$ cat src/rtl/gemm_drain_pkg.sv
// Shared types for the GEMM C drain: FSM state encoding and the stream beat record.
package gemm_drain_pkg;

    localparam int DrainDataWidth = 32;

    typedef enum logic [1:0] {
        IDLE,
        ISSUE,
        FLUSH,
        DONE
    } drain_state_e;

    typedef struct packed {
        logic [DrainDataWidth-1:0] data;
        logic                      row_last;
        logic                      last;
    } beat_t;

endpackage

$ cat src/rtl/gemm_c_drain_if.sv
// Output stream of the C drain: valid/ready beat with row and matrix end flags.
interface gemm_c_drain_if #(
    parameter int DataWidth = 32
);
    logic                 m_valid_o;
    logic                 m_ready_i;
    logic [DataWidth-1:0] m_data_o;
    logic                 m_row_last_o;
    logic                 m_last_o;

    modport master (
        output m_valid_o,
        output m_data_o,
        output m_row_last_o,
        output m_last_o,
        input  m_ready_i
    );

    modport slave (
        input  m_valid_o,
        input  m_data_o,
        input  m_row_last_o,
        input  m_last_o,
        output m_ready_i
    );
endinterface

$ cat src/rtl/gemm_drain_fifo.sv
// Small synchronous FIFO of drain beats; head is read straight from storage flops.
module gemm_drain_fifo
    import gemm_drain_pkg::*;
#(
    parameter  int Depth = 2,
    localparam int CntW  = $clog2(Depth + 1),
    localparam int PtrW  = (Depth > 1) ? $clog2(Depth) : 1
) (
    input  logic            clk_i,
    input  logic            rst_i,
    input  logic            push,
    input  beat_t           push_data,
    input  logic            pop,
    output beat_t           head,
    output logic            full,
    output logic            empty,
    output logic [CntW-1:0] count
);

    beat_t           mem [Depth];
    logic [PtrW-1:0] wr_ptr;
    logic [PtrW-1:0] rd_ptr;

    function automatic logic [PtrW-1:0] next_ptr(input logic [PtrW-1:0] p);
        return (p == PtrW'(Depth - 1)) ? '0 : p + PtrW'(1);
    endfunction

    always_ff @(posedge clk_i or posedge rst_i) begin
        if (rst_i) begin
            wr_ptr <= '0;
            rd_ptr <= '0;
            count  <= '0;
            for (int i = 0; i < Depth; i++) begin
                mem[i] <= '0;
            end
        end else begin
            if (push) begin
                mem[wr_ptr] <= push_data;
                wr_ptr      <= next_ptr(wr_ptr);
            end
            if (pop) begin
                rd_ptr <= next_ptr(rd_ptr);
            end
            if (push && !pop) begin
                count <= count + CntW'(1);
            end else if (pop && !push) begin
                count <= count - CntW'(1);
            end
        end
    end

    assign head  = mem[rd_ptr];
    assign full  = (count == CntW'(Depth));
    assign empty = (count == '0);

endmodule

$ cat src/rtl/gemm_c_drain.sv
// Drains GEMM output SRAM C row-major from base_addr_i onto a valid/ready stream.
// Defining GEMM_DRAIN_CHECKSUM_EN adds checksum_o, the wrapping sum of drained beats.
module gemm_c_drain
    import gemm_drain_pkg::*;
#(
    parameter int OutDataWidth  = DrainDataWidth,
    parameter int AddrWidth     = 12,
    parameter int SizeAddrWidth = 8,
    parameter int FifoDepth     = 2
) (
    input  logic                     clk_i,
    input  logic                     rst_i,
    input  logic                     start_i,
    input  logic [SizeAddrWidth-1:0] M_size_i,
    input  logic [SizeAddrWidth-1:0] N_size_i,
    input  logic [AddrWidth-1:0]     base_addr_i,
    output logic [AddrWidth-1:0]     sram_c_addr_o,
    output logic                     sram_c_re_o,
    input  logic [OutDataWidth-1:0]  sram_c_rdata_i,
    gemm_c_drain_if.master           m_if,
    output logic                     busy_o,
    output logic                     done_o
`ifdef GEMM_DRAIN_CHECKSUM_EN
    ,
    output logic [OutDataWidth-1:0]  checksum_o
`endif
);

    localparam int CntW = $clog2(FifoDepth + 1);

    drain_state_e             state_q;
    logic [SizeAddrWidth-1:0] m_size_q;
    logic [SizeAddrWidth-1:0] n_size_q;
    logic [SizeAddrWidth-1:0] row_q;
    logic [SizeAddrWidth-1:0] col_q;
    logic [AddrWidth-1:0]     addr_q;
    logic                     inflight_q;
    logic                     tag_row_last_q;
    logic                     tag_last_q;
    logic                     busy_q;
    logic                     done_q;

    logic                     re;
    logic                     pop;
    logic                     rd_row_last;
    logic                     rd_last;
    logic                     size_zero;
    logic                     flush_done;
    logic [CntW:0]            pending;
    beat_t                    push_beat;
    beat_t                    head;
    logic                     fifo_full;
    logic                     fifo_empty;
    logic [CntW-1:0]          fifo_count;

    assign pop         = m_if.m_valid_o && m_if.m_ready_i;
    assign rd_row_last = (col_q == n_size_q - SizeAddrWidth'(1));
    assign rd_last     = rd_row_last && (row_q == m_size_q - SizeAddrWidth'(1));
    assign size_zero   = (M_size_i == '0) || (N_size_i == '0);

    // Credit: entries held plus reads in flight, less this cycle's pop, must leave room.
    assign pending = {1'b0, fifo_count} + (CntW+1)'(inflight_q) - (CntW+1)'(pop);
    assign re      = (state_q == ISSUE) && (pending < (CntW+1)'(FifoDepth));

    // DONE is entered on the cycle the last beat leaves, so done_o lands one cycle later.
    assign flush_done = !inflight_q &&
                        ((fifo_count == '0) || ((fifo_count == CntW'(1)) && pop));

    // Zero-size drains spend one cycle in FLUSH, which finds nothing to wait for.
    always_ff @(posedge clk_i or posedge rst_i) begin
        if (rst_i) begin
            state_q        <= IDLE;
            m_size_q       <= '0;
            n_size_q       <= '0;
            row_q          <= '0;
            col_q          <= '0;
            addr_q         <= '0;
            inflight_q     <= 1'b0;
            tag_row_last_q <= 1'b0;
            tag_last_q     <= 1'b0;
            busy_q         <= 1'b0;
            done_q         <= 1'b0;
        end else begin
            done_q         <= 1'b0;
            inflight_q     <= re;
            tag_row_last_q <= rd_row_last;
            tag_last_q     <= rd_last;
            case (state_q)
                IDLE: begin
                    if (start_i) begin
                        m_size_q <= M_size_i;
                        n_size_q <= N_size_i;
                        addr_q   <= base_addr_i;
                        row_q    <= '0;
                        col_q    <= '0;
                        busy_q   <= 1'b1;
                        state_q  <= size_zero ? FLUSH : ISSUE;
                    end
                end
                ISSUE: begin
                    if (re) begin
                        addr_q <= addr_q + AddrWidth'(1);
                        if (rd_row_last) begin
                            col_q <= '0;
                            row_q <= row_q + SizeAddrWidth'(1);
                        end else begin
                            col_q <= col_q + SizeAddrWidth'(1);
                        end
                        if (rd_last) begin
                            state_q <= FLUSH;
                        end
                    end
                end
                FLUSH: begin
                    if (flush_done) begin
                        state_q <= DONE;
                        done_q  <= 1'b1;
                    end
                end
                DONE: begin
                    state_q <= IDLE;
                    busy_q  <= 1'b0;
                end
                default: state_q <= IDLE;
            endcase
        end
    end

    assign push_beat.data     = sram_c_rdata_i;
    assign push_beat.row_last = tag_row_last_q;
    assign push_beat.last     = tag_last_q;

    gemm_drain_fifo #(
        .Depth(FifoDepth)
    ) u_fifo (
        .clk_i    (clk_i),
        .rst_i    (rst_i),
        .push     (inflight_q),
        .push_data(push_beat),
        .pop      (pop),
        .head     (head),
        .full     (fifo_full),
        .empty    (fifo_empty),
        .count    (fifo_count)
    );

    assign m_if.m_valid_o    = !fifo_empty;
    assign m_if.m_data_o     = head.data;
    assign m_if.m_row_last_o = head.row_last;
    assign m_if.m_last_o     = head.last;

    assign sram_c_addr_o = addr_q;
    assign sram_c_re_o   = re;
    assign busy_o        = busy_q;
    assign done_o        = done_q;

    a_no_push_when_full: assert property (
        @(posedge clk_i) disable iff (rst_i) !(inflight_q && fifo_full && !pop)
    );

`ifdef GEMM_DRAIN_CHECKSUM_EN
    logic [OutDataWidth-1:0] checksum_q;

    always_ff @(posedge clk_i or posedge rst_i) begin
        if (rst_i) begin
            checksum_q <= '0;
        end else if ((state_q == IDLE) && start_i) begin
            checksum_q <= '0;
        end else if (pop) begin
            checksum_q <= checksum_q + m_if.m_data_o;
        end
    end

    assign checksum_o = checksum_q;
`endif

endmodule

$ cat src/flat_wrapper.sv
// flat-port wrapper written by rule: the top's interface ports become plain ports
module gemm_c_drain_flat import gemm_drain_pkg::*;
#(
    parameter int OutDataWidth  = DrainDataWidth,
    parameter int AddrWidth     = 12,
    parameter int SizeAddrWidth = 8,
    parameter int FifoDepth     = 2
)
  (clk_i, rst_i, start_i, M_size_i, N_size_i, base_addr_i, sram_c_addr_o, sram_c_re_o, sram_c_rdata_i, busy_o, done_o, m_if_m_valid_o, m_if_m_data_o, m_if_m_row_last_o, m_if_m_last_o, m_if_m_ready_i);
  gemm_c_drain_if #(.DataWidth((32))) m_if_i ();
  input  logic clk_i;
  input  logic rst_i;
  input  logic start_i;
  input  logic [SizeAddrWidth-1:0] M_size_i;
  input  logic [SizeAddrWidth-1:0] N_size_i;
  input  logic [AddrWidth-1:0] base_addr_i;
  output logic [AddrWidth-1:0] sram_c_addr_o;
  output logic sram_c_re_o;
  input  logic [OutDataWidth-1:0] sram_c_rdata_i;
  output logic busy_o;
  output logic done_o;
  output wire logic [$bits(m_if_i.m_valid_o)-1:0] m_if_m_valid_o;
  output wire logic [$bits(m_if_i.m_data_o)-1:0] m_if_m_data_o;
  output wire logic [$bits(m_if_i.m_row_last_o)-1:0] m_if_m_row_last_o;
  output wire logic [$bits(m_if_i.m_last_o)-1:0] m_if_m_last_o;
  input wire logic [$bits(m_if_i.m_ready_i)-1:0] m_if_m_ready_i;
  assign m_if_m_valid_o = m_if_i.m_valid_o;
  assign m_if_m_data_o = m_if_i.m_data_o;
  assign m_if_m_row_last_o = m_if_i.m_row_last_o;
  assign m_if_m_last_o = m_if_i.m_last_o;
  assign m_if_i.m_ready_i = m_if_m_ready_i;
  gemm_c_drain #(.OutDataWidth(OutDataWidth), .AddrWidth(AddrWidth), .SizeAddrWidth(SizeAddrWidth), .FifoDepth(FifoDepth)) u_core (.clk_i(clk_i), .rst_i(rst_i), .start_i(start_i), .M_size_i(M_size_i), .N_size_i(N_size_i), .base_addr_i(base_addr_i), .sram_c_addr_o(sram_c_addr_o), .sram_c_re_o(sram_c_re_o), .sram_c_rdata_i(sram_c_rdata_i), .m_if(m_if_i), .busy_o(busy_o), .done_o(done_o));
endmodule
$ cat config.mk
export PLATFORM = sky130hd
export DESIGN_NAME = gemm_c_drain_flat
export DESIGN_NICKNAME = d
export VERILOG_FILES = /design/src/rtl/gemm_drain_pkg.sv /design/src/rtl/gemm_c_drain_if.sv /design/src/rtl/gemm_drain_fifo.sv /design/src/rtl/gemm_c_drain.sv /design/src/flat_wrapper.sv
export SDC_FILE = /design/constraint.sdc
export NUM_CORES = 1
export LEC_CHECK = 0
export BUFFER_PORTS_ARGS = -buffer_cell sky130_fd_sc_hd__buf_2
export CAP_MARGIN = 20
export CORE_MARGIN = 10
export CORE_UTILIZATION = 30
export CTS_CLUSTER_DIAMETER = 120
export CTS_CLUSTER_SIZE = 14
export DETAILED_ROUTE_END_ITERATION = 6
export PLACE_DENSITY = 0.51
export SYNTH_ARGS = -nofsm -noshare
export SYNTH_HDL_FRONTEND = slang
export SYNTH_HIERARCHICAL = 1
export SYNTH_SLANG_ARGS = --single-unit
$ cat constraint.sdc
create_clock -name clk_i -period 9.3 [get_ports clk_i]
set_input_delay 0.93 -clock clk_i [delete_from_list [all_inputs] [get_ports clk_i]]
set_output_delay 0.93 -clock clk_i [all_outputs]
set_load 0.005 [all_outputs]
# After elaboration in Yosys (flattened, before gate mapping)

Cells that the tools add are included.

$add $sub $neg: 11
Magnitude comparators: 4
Equality and inequality tests: 11
Mux-type cells: 30
Bitwise logic cells: 2
Reduce and logical (&&, ||, !) cells: 25

Operator list:

| cell                    | count |
|---|---|
| $mux W34                | 4 |
| $bwmux W68              | 1 |
| $mux W8                 | 5 |
| $demux W34 S1           | 1 |
| $pmux W8 S2             | 2 |
| $mux W12                | 2 |
| $pmux W12 S2            | 1 |
| $add A8 B1 Y8 const B   | 2 |
| $eq A8 B8 Y1            | 2 |
| $logic_not A8 Y1        | 2 |
| $sub A8 B1 Y8 const B   | 2 |
| $mux W2                 | 7 |
| $add A12 B1 Y12 const B | 1 |
| $logic_and A1 B1 Y1     | 8 |
| $ne A2 B1 Y1 const B    | 4 |
| $pmux W2 S4             | 1 |
| $reduce_and A4 Y1       | 2 |
| $reduce_bool A2 Y1      | 3 |
| $mux W1                 | 5 |
| $eq A2 B1 Y1 const B    | 2 |
| $eq A2 B2 Y1 const B    | 2 |
| $ge A2 B2 Y1 const B    | 2 |
| $logic_not A2 Y1        | 2 |
| $not A1 Y2              | 2 |
| 13 further kinds        | 18 |

Register bits: 123
Input port bits: 64
Logic and storage cells: 103

# Depth between registers and ports, before layout

Gate-level depths: netlist of the first run.

Depth in word-level cells: 8
Mapped depth: 12
Mapped depth without buffers: 12

# Cells and area by module

Netlist of the first run, hierarchy kept.

By module, submodules not included:

| module          | instances | cells each | area an instance (µm²) |
|---|---|---|---|
| gemm_drain_fifo | 1         | 198        | 3259.4 |
| gemm_c_drain    | 1         | 321        | 3041.7 |

# Least setup slack after synthesis of the first run

Ideal clock, no wire load.

Path type: input port to flip-flop
Start point: input m_if_m_ready_i
End point: register u_core.row_q[3]
Setup time: 0.078 ns
Data arrival time: 3.633 ns
Required time: 9.222 ns
Path slack: 5.590 ns
Stages: 10
Cells stage by stage: nor2b_1 ha_1 nor2b_1 fa_1 nand2b_1 a211oi_1 o221ai_1 buf_2 or3_1 a21oi_1

Word-level cells in the longest chain between the ends: 6

Ends and longest elaborated chain:

| what                        | line                | source |
|---|---|---|
| start: declaration          | flat_wrapper.sv:26  | `input wire logic [$bits(m_if_i.m_ready_i)-1:0] m_if_m_ready_i;` |
| $logic_and A1 B1 Y1         | gemm_c_drain.sv:56  | `assign pop = m_if.m_valid_o && m_if.m_ready_i;` |
| $sub A3 B1 Y3               | gemm_c_drain.sv:62  | `assign pending = {1'b0, fifo_count} + (CntW+1)'(inflight_q) - (CntW+1)'(pop);` |
| $lt A3 B2 Y1                | gemm_c_drain.sv:63  | `assign re = (state_q == ISSUE) && (pending < (CntW+1)'(FifoDepth));` |
| $logic_and A1 B1 Y1         | gemm_c_drain.sv:63  |  |
| $ne A2 B1 Y1 (no line)      | -                   |  |
| $reduce_and A4 Y1 (no line) | -                   |  |
| end signal: assignment      | gemm_c_drain.sv:105 | `row_q <= row_q + SizeAddrWidth'(1);` |
| end: declaration            | gemm_c_drain.sv:34  | `logic [SizeAddrWidth-1:0] row_q;` |

Every way passes these cells.
A chain may end at the register's enable or synchronous reset.

# Final worst setup path of the first run

Start point: input m_if_m_ready_i
End point: register u_core.row_q[7]

Word-level cells in the longest chain between the ends: 6

Ends and longest elaborated chain:

| what                        | line               | source |
|---|---|---|
| $logic_and A1 B1 Y1         | gemm_c_drain.sv:56 |  |
| named net u_core.pop        | gemm_c_drain.sv:44 | `logic pop;` |
| $sub A3 B1 Y3               | gemm_c_drain.sv:62 |  |
| $lt A3 B2 Y1                | gemm_c_drain.sv:63 |  |
| $logic_and A1 B1 Y1         | gemm_c_drain.sv:63 |  |
| $ne A2 B1 Y1 (no line)      | -                  |  |
| $reduce_and A4 Y1 (no line) | -                  |  |

The timed path passes the listed nets, and every way through them passes these cells.

==> results_dict.tcl, run 1 <==
set metrics [dict create \
    outcome "completed" \
    p_int_mw 1.67 \
    via_count 4419 \
    synth.avg_cell_area_sq_um 12.2 \
    p_total_mw 2.40 \
    powerDensity_nw_per_um2 310 \
    ctsHtreeMaxLevel 4 \
    path_class "in2reg" \
    place_inst 885 \
    slew_headroom_pct 37.4 \
    cts_hold_buffers 0 \
    r2r_end "u_core/row_q[7]" \
    io_pins 114 \
    final_cell_area_sq_um 7740 \
    portBuffers 113 \
    cap_violations 0 \
    final_util_pct 37.9 \
    rrSetupSlack_ps 5670 \
    finalWirelength_microns 15500 \
    grt_pass1_wl_microns 25300 \
    cts_buffer_depth 2 \
    cts_sinks 123 \
    grt_pass1_vias 4818 \
    hold_path_depth 1 \
    crit_fanout 27 \
    dieWidth_microns 165 \
    r2r_cells 11 \
    drtPass1Iterations 4 \
    fin_crit_sh_pct 40.0 \
    worst_pin_slew_ps 936 \
    cts_setup_buffers 0 \
    grt_use_total_pct 11.7 \
    cts_tree "built" \
    antenna_found_initial 0 \
    area_growth_pct 22.9 \
    die_area_sq_um 27200 \
    worst_slack_ps 5580 \
    drc 0 \
    clock.fmax_mhz 269 \
    fin_setup_tns_ps 0 \
    num_rows 52 \
    syn_area_sq_um 6290 \
    layout.nets 710 \
    layout_common_cells "dfrtp_1, buf_2, mux2_2" \
    min_period_ps 3720 \
    gp_congestion 0.804 \
    placed_area_sq_um 7100 \
    peakVddDrop_v 0.000113 \
    num-fill-cells 1997 \
    viasPerCell 4.82 \
    coreArea_sq_um 20400 \
    switching_power_mw 0.730 \
    min_to "u_core/u_fifo/rd_ptr" \
    drt_iter0_drc 194 \
    share_comb_of_total_power_pct 36.2 \
    hp-start "u_core/u_fifo/rd_ptr" \
    worstPathRequired_ps 9640 \
    antenna_cells 0 \
    critPathCaptureType "register" \
    cts_root_buf "clkbuf_16" \
    start_util_pct 30.8 \
    rsz0062_at_grt "no" \
    drv_slew 0 \
    netlist_instances 518 \
    dp_hpwl_microns 10800 \
    insertion_delay_ps 410 \
    syn_nets 594 \
    grt_max_degree 73 \
    finalSetupViolCount 0 \
    yosys_warnings 6 \
    drive_gt1_share_pct 44.2 \
    switching_share_pct 30.4 \
    mostFrequentLayoutCell "dfrtp_1" \
    seqPwrFrac_pct 34.3 \
    post_cts_resized 0 \
    worst_r2r_startpoint "u_core/u_fifo/count[1]" \
    die_height_microns 165 \
    fin_cells 917 \
    clk_pin_slew_worst_paths_ps 60 \
    cp_data_arrival_time_ps 4060 \
    drtAntennaViolNets 0 \
    numCtsBuffers 17 \
    crit_path_start_kind "input port" \
    power_leakage_nw 3.65 \
    min_path_type "reg2reg" \
    grt_overflow 0 \
    power.share.clock_pct 29.5 \
    final-hold-violation-count 0 \
    skew_ps 6.73 \
    place_ws_ps 5180 \
    wire_per_inst_microns 16.9 \
    hold_ws_ps 481 \
]
## worst max-delay path: stages
cell	delay (ps)
buf_2	70
nor2b_1	270
ha_1	280
nor2b_1	140
fa_1	420
nand2b_1	190
a211oi_2	220
buf_4	320
o221ai_1	420
or4_1	620
a21oi_1	150
## power by group through the flow
stage | logic (mW) | registers, mW | clock network, mW
after floorplan | 0.638 | 0.798 | 0
after global placement | 0.866 | 0.817 | 0
after detailed placement | 0.878 | 0.830 | 0
after CTS | 0.885 | 0.822 | 0.730
after global routing | 0.957 | 0.847 | 0.759
final | 0.868 | 0.821 | 0.708
## metal layers
layer	share of wire, %	wire length, microns	up-vias	global-route usage (%)
li1	-	-	2092	-
met5	0	0	-	0
met1	44	6750	2206	13.8
met2	49	7620	108	19.7
met3	6.1	938	13	3.61
met4	1.1	178	0	4.27
## how the worst max path moves through the flow
stage | startpoint | end | slack (ps) | cells after the start
after floorplan | m_if_m_ready_i | u_core/row_q[3] | 5590 | 10
after global placement | m_if_m_ready_i | u_core/row_q[7] | 5280 | 11
after detailed placement | m_if_m_ready_i | u_core/row_q[7] | 5180 | 11
after CTS | m_if_m_ready_i | u_core/row_q[7] | 5610 | 11
after global routing | m_if_m_ready_i | u_core/row_q[7] | 5350 | 11
final | m_if_m_ready_i | u_core/row_q[7] | 5580 | 11
## sequential cells by signal, indices dropped and copies added (netlist names)
name / count
u_core/busy_o: 1
u_core/col_q: 8
u_core/done_o: 1
u_core/inflight_q: 1
u_core/m_size_q: 8
u_core/n_size_q: 8
u_core/row_q: 8
u_core/sram_c_addr_o: 12
u_core/state_q: 2
u_core/tag_last_q: 1
u_core/tag_row_last_q: 1
u_core/u_fifo/count: 2
u_core/u_fifo/mem: 68
u_core/u_fifo/rd_ptr: 1
u_core/u_fifo/wr_ptr: 1
## area by class of cell
cell class	instances	area, sq um	share of cell area [%]
Clock buffer	21	470	6.08
Inverter	20	75.1	0.970
Timing Repair Buffer	119	611	7.89
Tap cell	270	338	4.37
Multi-Input combinational cell	353	3000	38.8
Sequential cell	123	3080	39.8
Clock inverter	11	166	2.15
Note: power is estimated with default switching activity, not from simulation.
==> inputs of run 2 (changes only) <==
- PLACE_DENSITY: 0.51 -> 0.53
- clock period: 9.3 -> 3.4 ns (I/O delays scaled with it)
==> results_dict.tcl, run 2 (synthesized netlist as in run 1, its figures left out) <==
set metrics [dict create \
    p_int_mw 4.38 \
    coreArea_sq_um 20400 \
    fin_setup_tns_ps 0 \
    rsz0062_at_grt "no" \
    mostFrequentLayoutCell "dfrtp_1" \
    drtPass1Iterations 4 \
    worst_r2r_startpoint "u_core/u_fifo/count[1]" \
    drt_iter0_drc 209 \
    num-fill-cells 2038 \
    outcome "completed" \
    cap_violations 0 \
    portBuffers 113 \
    share_comb_of_total_power_pct 37.4 \
    hold_path_depth 2 \
    p_total_mw 6.39 \
    powerDensity_nw_per_um2 827 \
    largest_register_ff_count 68 \
    layout_common_cells "dfrtp_1, buf_2, mux2_2" \
    rrSetupSlack_ps 290 \
    min_to "u_core/u_fifo/mem[29]" \
    cts_sinks 123 \
    skew_ps 7.54 \
    path_common_cell "nor2b_1" \
    peakVddDrop_v 0.000325 \
    crit_path_start_kind "register" \
    drtAntennaViolNets 0 \
    finalWirelength_microns 15600 \
    worst_pin_slew_ps 951 \
    drv_slew 0 \
    finalSetupViolCount 0 \
    switching_power_mw 2.01 \
    min_path_type "in2reg" \
    dieWidth_microns 165 \
    worstPathRequired_ps 3690 \
    grt_use_met3_pct 3.66 \
    cts_buffer_depth 2 \
    grt.busiest_layer "met2" \
    placed_area_sq_um 7150 \
    critPathBufInv 1 \
    power_leakage_nw 3.65 \
    area_growth_pct 22.8 \
    grt_use_total_pct 11.8 \
    cts_tree "built" \
    power.share.clock_pct 27.3 \
    gp_congestion 0.786 \
    grt_max_degree 36 \
    r2r_end "u_core/row_q[2]" \
    cts_root_buf "clkbuf_16" \
    grt_pass1_vias 4907 \
    switching_share_pct 31.5 \
    drc 0 \
    fin_crit_sh_pct 91.5 \
    die_area_sq_um 27200 \
    die_height_microns 165 \
    antenna_found_initial 0 \
    num_rows 52 \
    clk_pin_slew_worst_paths_ps 60 \
    numCtsBuffers 17 \
    cpPeakStageDelay_ps 440 \
    drive_gt1_share_pct 44.5 \
    path_class "reg2reg" \
    crit_family "compound AO/OA/AOI/OAI gates" \
    top_register "u_core/u_fifo/mem" \
    antenna_cells 0 \
    layout.nets 716 \
    cp_data_arrival_time_ps 3410 \
    wire_per_inst_microns 17.0 \
    grt_pass1_wl_microns 25500 \
    crit_fanout 26 \
    min_period_ps 3110 \
    ctsHtreeMaxLevel 4 \
    crit_chain "nor2_1 > nor2b_1 > ha_1 > nor2b_1 > fa_1 > nand2b_1 > a211oi_2 > buf_4 > o221a_2 > a21oi_1 > a31o_2" \
    grt_overflow 0 \
    hp-start "sram_c_rdata_i[27]" \
    via_count 4472 \
    io_pins 114 \
    r2r_cells 11 \
    final-hold-violation-count 0 \
    clock.fmax_mhz 321 \
    use_met1_pct 14.0 \
    insertion_delay_ps 410 \
    slew_headroom_pct 36.4 \
    seqPwrFrac_pct 35.3 \
    crit_slowest_cell "dfrtp_1" \
    dp_hpwl_microns 11400 \
    final_cell_area_sq_um 7730 \
    critPathCaptureType "register" \
    grtUsageMet2_pct 19.9 \
    start_util_pct 30.8 \
    viasPerCell 4.85 \
]
-- run 2: changes by cell type in the layout (fill, tap and decap cells not counted) --
cell / before / now
buf_12: 0 / 1
buf_4: 6 / 10
bufinv_16: 4 / 2
clkbuf_8: 3 / 1
clkinv_2: 3 / 5
clkinv_4: 1 / 0
clkinvlp_4: 3 / 4
dlygate4sd3_1: 0 / 1
inv_6: 0 / 1
-- run 2: layer usage --
metal | routed length (microns) | vias up
met5 | 0 | -
met4 | 163 | 0
met3 | 896 | 12
met2 | 7690 | 117
met1 | 6890 | 2240
li1 | - | 2103
-- run 2: how the worst max path moves through the flow --
stage	start	endpoint	slack (ps)	cells past startpoint
after floorplan	u_core/u_fifo/count[1]	u_core/row_q[3]	170	11
after global placement	u_core/u_fifo/count[1]	u_core/row_q[2]	380	11
after detailed placement	u_core/u_fifo/count[1]	u_core/row_q[2]	280	11
after CTS	u_core/u_fifo/count[1]	u_core/row_q[2]	270	11
after global routing	u_core/u_fifo/count[1]	u_core/col_q[6]	100	11
final	u_core/u_fifo/count[1]	u_core/row_q[2]	290	11
-- run 2: what timing repair did --
| action | in CTS | in global routing |
|---|---|---|
| setup endpoints to repair | 0 | 0 |
| resized for setup | 0 | 0 |
| hold buffers | 1 | 0 |
| buffers inserted | 0 | 0 |
| endpoints found under the hold margin | 27 | 0 |
-- run 2: final cells by class --
cell class	count	area [sq um]	share of cell area (%)
Timing Repair Buffer	125	671	8.68
Tap cell	270	338	4.37
Clock inverter	12	124	1.60
Inverter	20	75.1	0.972
Sequential cell	123	3080	39.8
Clock buffer	19	443	5.73
Multi-Input combinational cell	353	3000	38.8
-- run 2: power by group through the flow --
stage | Combinational [mW] | Clock [mW] | Sequential (mW)
floorplan | 1.75 | 0 | 2.18
global placement | 2.38 | 0 | 2.24
detailed placement | 2.42 | 0 | 2.28
CTS | 2.45 | 1.80 | 2.26
global route | 2.64 | 1.88 | 2.32
finish | 2.39 | 1.75 | 2.25
-- run 2: through the flow --
| step | std cells | utilization, % | hold slack [ps] | setup slack [ps] |
|---|---|---|---|---|
| floorplan | 518 | - | 471 | 166 |
| global placement | 889 | 34.9 | 310 | 382 |
| detailed placement | 890 | 35.0 | 318 | 282 |
| CTS | 922 | 37.8 | 150 | 266 |
| global route | 922 | 37.8 | 150 | 104 |
| finish | 922 | 37.8 | 177 | 288 |
-- run 2: worst register-to-register path: cells and delay by family, from the launching register on --
kind	cells	cell delay, ps
simple gates	4	580
fa+ha+maj	2	720
buf+inv	1	310
flops	1	440
compound gates	4	960
==> inputs of run 3 (changes only) <==
- ABC_AREA: unset -> 1
==> results_dict.tcl, run 3 <==
set metrics [dict create \
    outcome "completed" \
    cap_violations 0 \
    power.share.clock_pct 24.3 \
    coreArea_sq_um 21000 \
    syn_area_sq_um 6410 \
    top_layer "met4" \
    finalSetupViolCount 0 \
    cp_data_arrival_time_ps 3130 \
    path_class "reg2reg" \
    fin_cells 1174 \
    io_pins 114 \
    die_area_sq_um 27600 \
    post_cts_resized 0 \
    fin_crit_sh_pct 83.1 \
    grt_use_total_pct 11.8 \
    grt_pass1_wl_microns 27400 \
    antenna_cells 0 \
    crit_path_start_kind "register" \
    layout.nets 963 \
    syn_nets 850 \
    r2r_cells 16 \
    dieWidth_microns 166 \
    seqPwrFrac_pct 34.2 \
    grt_max_degree 69 \
    largest_register_ff_count 68 \
    power_leakage_nw 4.02 \
    viasPerCell 4.42 \
    drt_iter0_drc 275 \
    via_count 5184 \
    skew_ps 12.8 \
    hold_path_depth 3 \
    wl_met2_microns 7030 \
    place_inst 1139 \
    final_util_pct 37.3 \
    critical_path_depth 16 \
    switching_power_mw 2.91 \
    num_rows 53 \
    r2r_end "u_core/col_q[7]" \
    rrSetupSlack_ps 570 \
    wl_met3_microns 624 \
    final-hold-violation-count 0 \
    setup.worst_path.start "u_core/u_fifo/count[0]" \
    cts_buffer_depth 2 \
    critPathCaptureType "register" \
    final_cell_area_sq_um 7850 \
    crit_slowest_cell "dfrtp_1" \
    netlist_instances 774 \
    p_total_mw 7.43 \
    share_comb_of_total_power_pct 41.5 \
    switching_share_pct 39.1 \
    synth.avg_cell_area_sq_um 8.29 \
    peakVddDrop_v 0.000339 \
    start_util_pct 30.5 \
    mostFrequentLayoutCell "nand2_1" \
    critPathBufInv 1 \
    worstPathRequired_ps 3700 \
    min_period_ps 2830 \
    min_path_type "in2reg" \
    gp_congestion 0.762 \
    clk_pin_slew_worst_paths_ps 60 \
    insertion_delay_ps 420 \
    wire_per_inst_microns 13.5 \
    dp_hpwl_microns 11400 \
    grt_overflow 0 \
    crit_chain "nor2_1 > nor2_1 > ha_1 > nor2_1 > fa_1 > a21oi_1 > o21ai_0 > nand2_1 > nand2_1 > a21oi_4 > buf_4 > nand3_1 > nor2_1 > nand2_1 > nand2_1 > nor2_1" \
    grt_pass1_vias 5438 \
    rsz0062_at_grt "no" \
    placed_area_sq_um 7220 \
    cts_tree "built" \
    drtAntennaViolNets 0 \
    cts_root_buf "clkbuf_16" \
    worst_pin_slew_ps 688 \
    drc 0 \
    critPathCapture "u_core/col_q[7]" \
    cpPeakStageDelay_ps 420 \
    drv_slew 0 \
    clock.fmax_mhz 354 \
    top_register "u_core/u_fifo/mem" \
    area_growth_pct 22.3 \
    slew_headroom_pct 54.2 \
    path_common_cell "nor2_1" \
    finalWirelength_microns 15800 \
    powerDensity_nw_per_um2 947 \
    wl_met1_microns 8040 \
    crit_family "simple AND/OR/NAND/NOR gates" \
    fin_setup_tns_ps 0 \
    antenna_found_initial 0 \
    die_height_microns 166 \
    portBuffers 113 \
    ctsHtreeMaxLevel 4 \
    crit_fanout 11 \
    worst_r2r_startpoint "u_core/u_fifo/count[0]" \
    drive_gt1_share_pct 24.5 \
    yosys_warnings 6 \
    layout_common_cells "nand2_1, dfrtp_1, buf_2" \
    numCtsBuffers 17 \
    cts_sinks 123 \
    p_int_mw 4.53 \
    drtPass1Iterations 4 \
]
## run 3: worst reg2reg max path: stages (launching register included)
cell,delay [ps]
dfrtp_1,420
nor2_1,150
nor2_1,80
ha_1,290
nor2_1,130
fa_1,420
a21oi_1,110
o21ai_0,120
nand2_1,80
nand2_1,100
a21oi_4,200
buf_4,220
nand3_1,110
nor2_1,140
nand2_1,70
nand2_1,50
nor2_1,40
## run 3: worst min-delay path by stage
stage / startpoint / slack, ps / endpoint
2_1_floorplan: u_core/u_fifo/mem[0] / 450 / u_core/u_fifo/mem[0]
3_3_place_gp: rst_i / 380 / u_core/u_fifo/mem[29]
5_1_grt: M_size_i[2] / 150 / u_core/m_size_q[2]
4_1_cts: M_size_i[0] / 130 / u_core/m_size_q[0]
6_report: M_size_i[2] / 160 / u_core/m_size_q[2]
3_5_place_dp: rst_i / 380 / u_core/u_fifo/mem[29]
## run 3: timing repair
action	in CTS	in global routing
endpoints found under the hold margin	18	0
hold buffers	1	0
buffers inserted	0	3
endpoints found under the setup margin	0	3
## run 3: power groups by stage
stage | combinational (mW) | sequential (mW) | clock (mW)
5_1_grt | 3.59 | 2.65 | 1.92
3_5_place_dp | 3.10 | 2.57 | 0
6_report | 3.08 | 2.54 | 1.81
4_1_cts | 3.12 | 2.55 | 1.86
2_1_floorplan | 2.23 | 2.44 | 0
3_3_place_gp | 3.05 | 2.56 | 0
## run 3: stage by stage
stage          hold WS (ps)  setup WS [ps]
4_1_cts                 131            237
3_5_place_dp            382            240
5_1_grt                 154            254
3_3_place_gp            381            285
6_report                156            574
2_1_floorplan           448            825
## run 3: layout make-up
class / instances / area (sq um)
fillers: 2211 / 13200
flip-flops and latches: 123 / 3080
multi-input cells: 514 / 2770
repair buffers: 126 / 666
clock buffers: 17 / 425
inverters: 105 / 395
well taps: 275 / 344
clock inverters: 14 / 164
## run 3: per-layer routing
metal / up-vias / global-route usage, %
li1: 2683 / -
met2: 95 / 18.4
met4: 0 / 3.09
met3: 13 / 3.24
met5: - / 0
met1: 2393 / 15.7
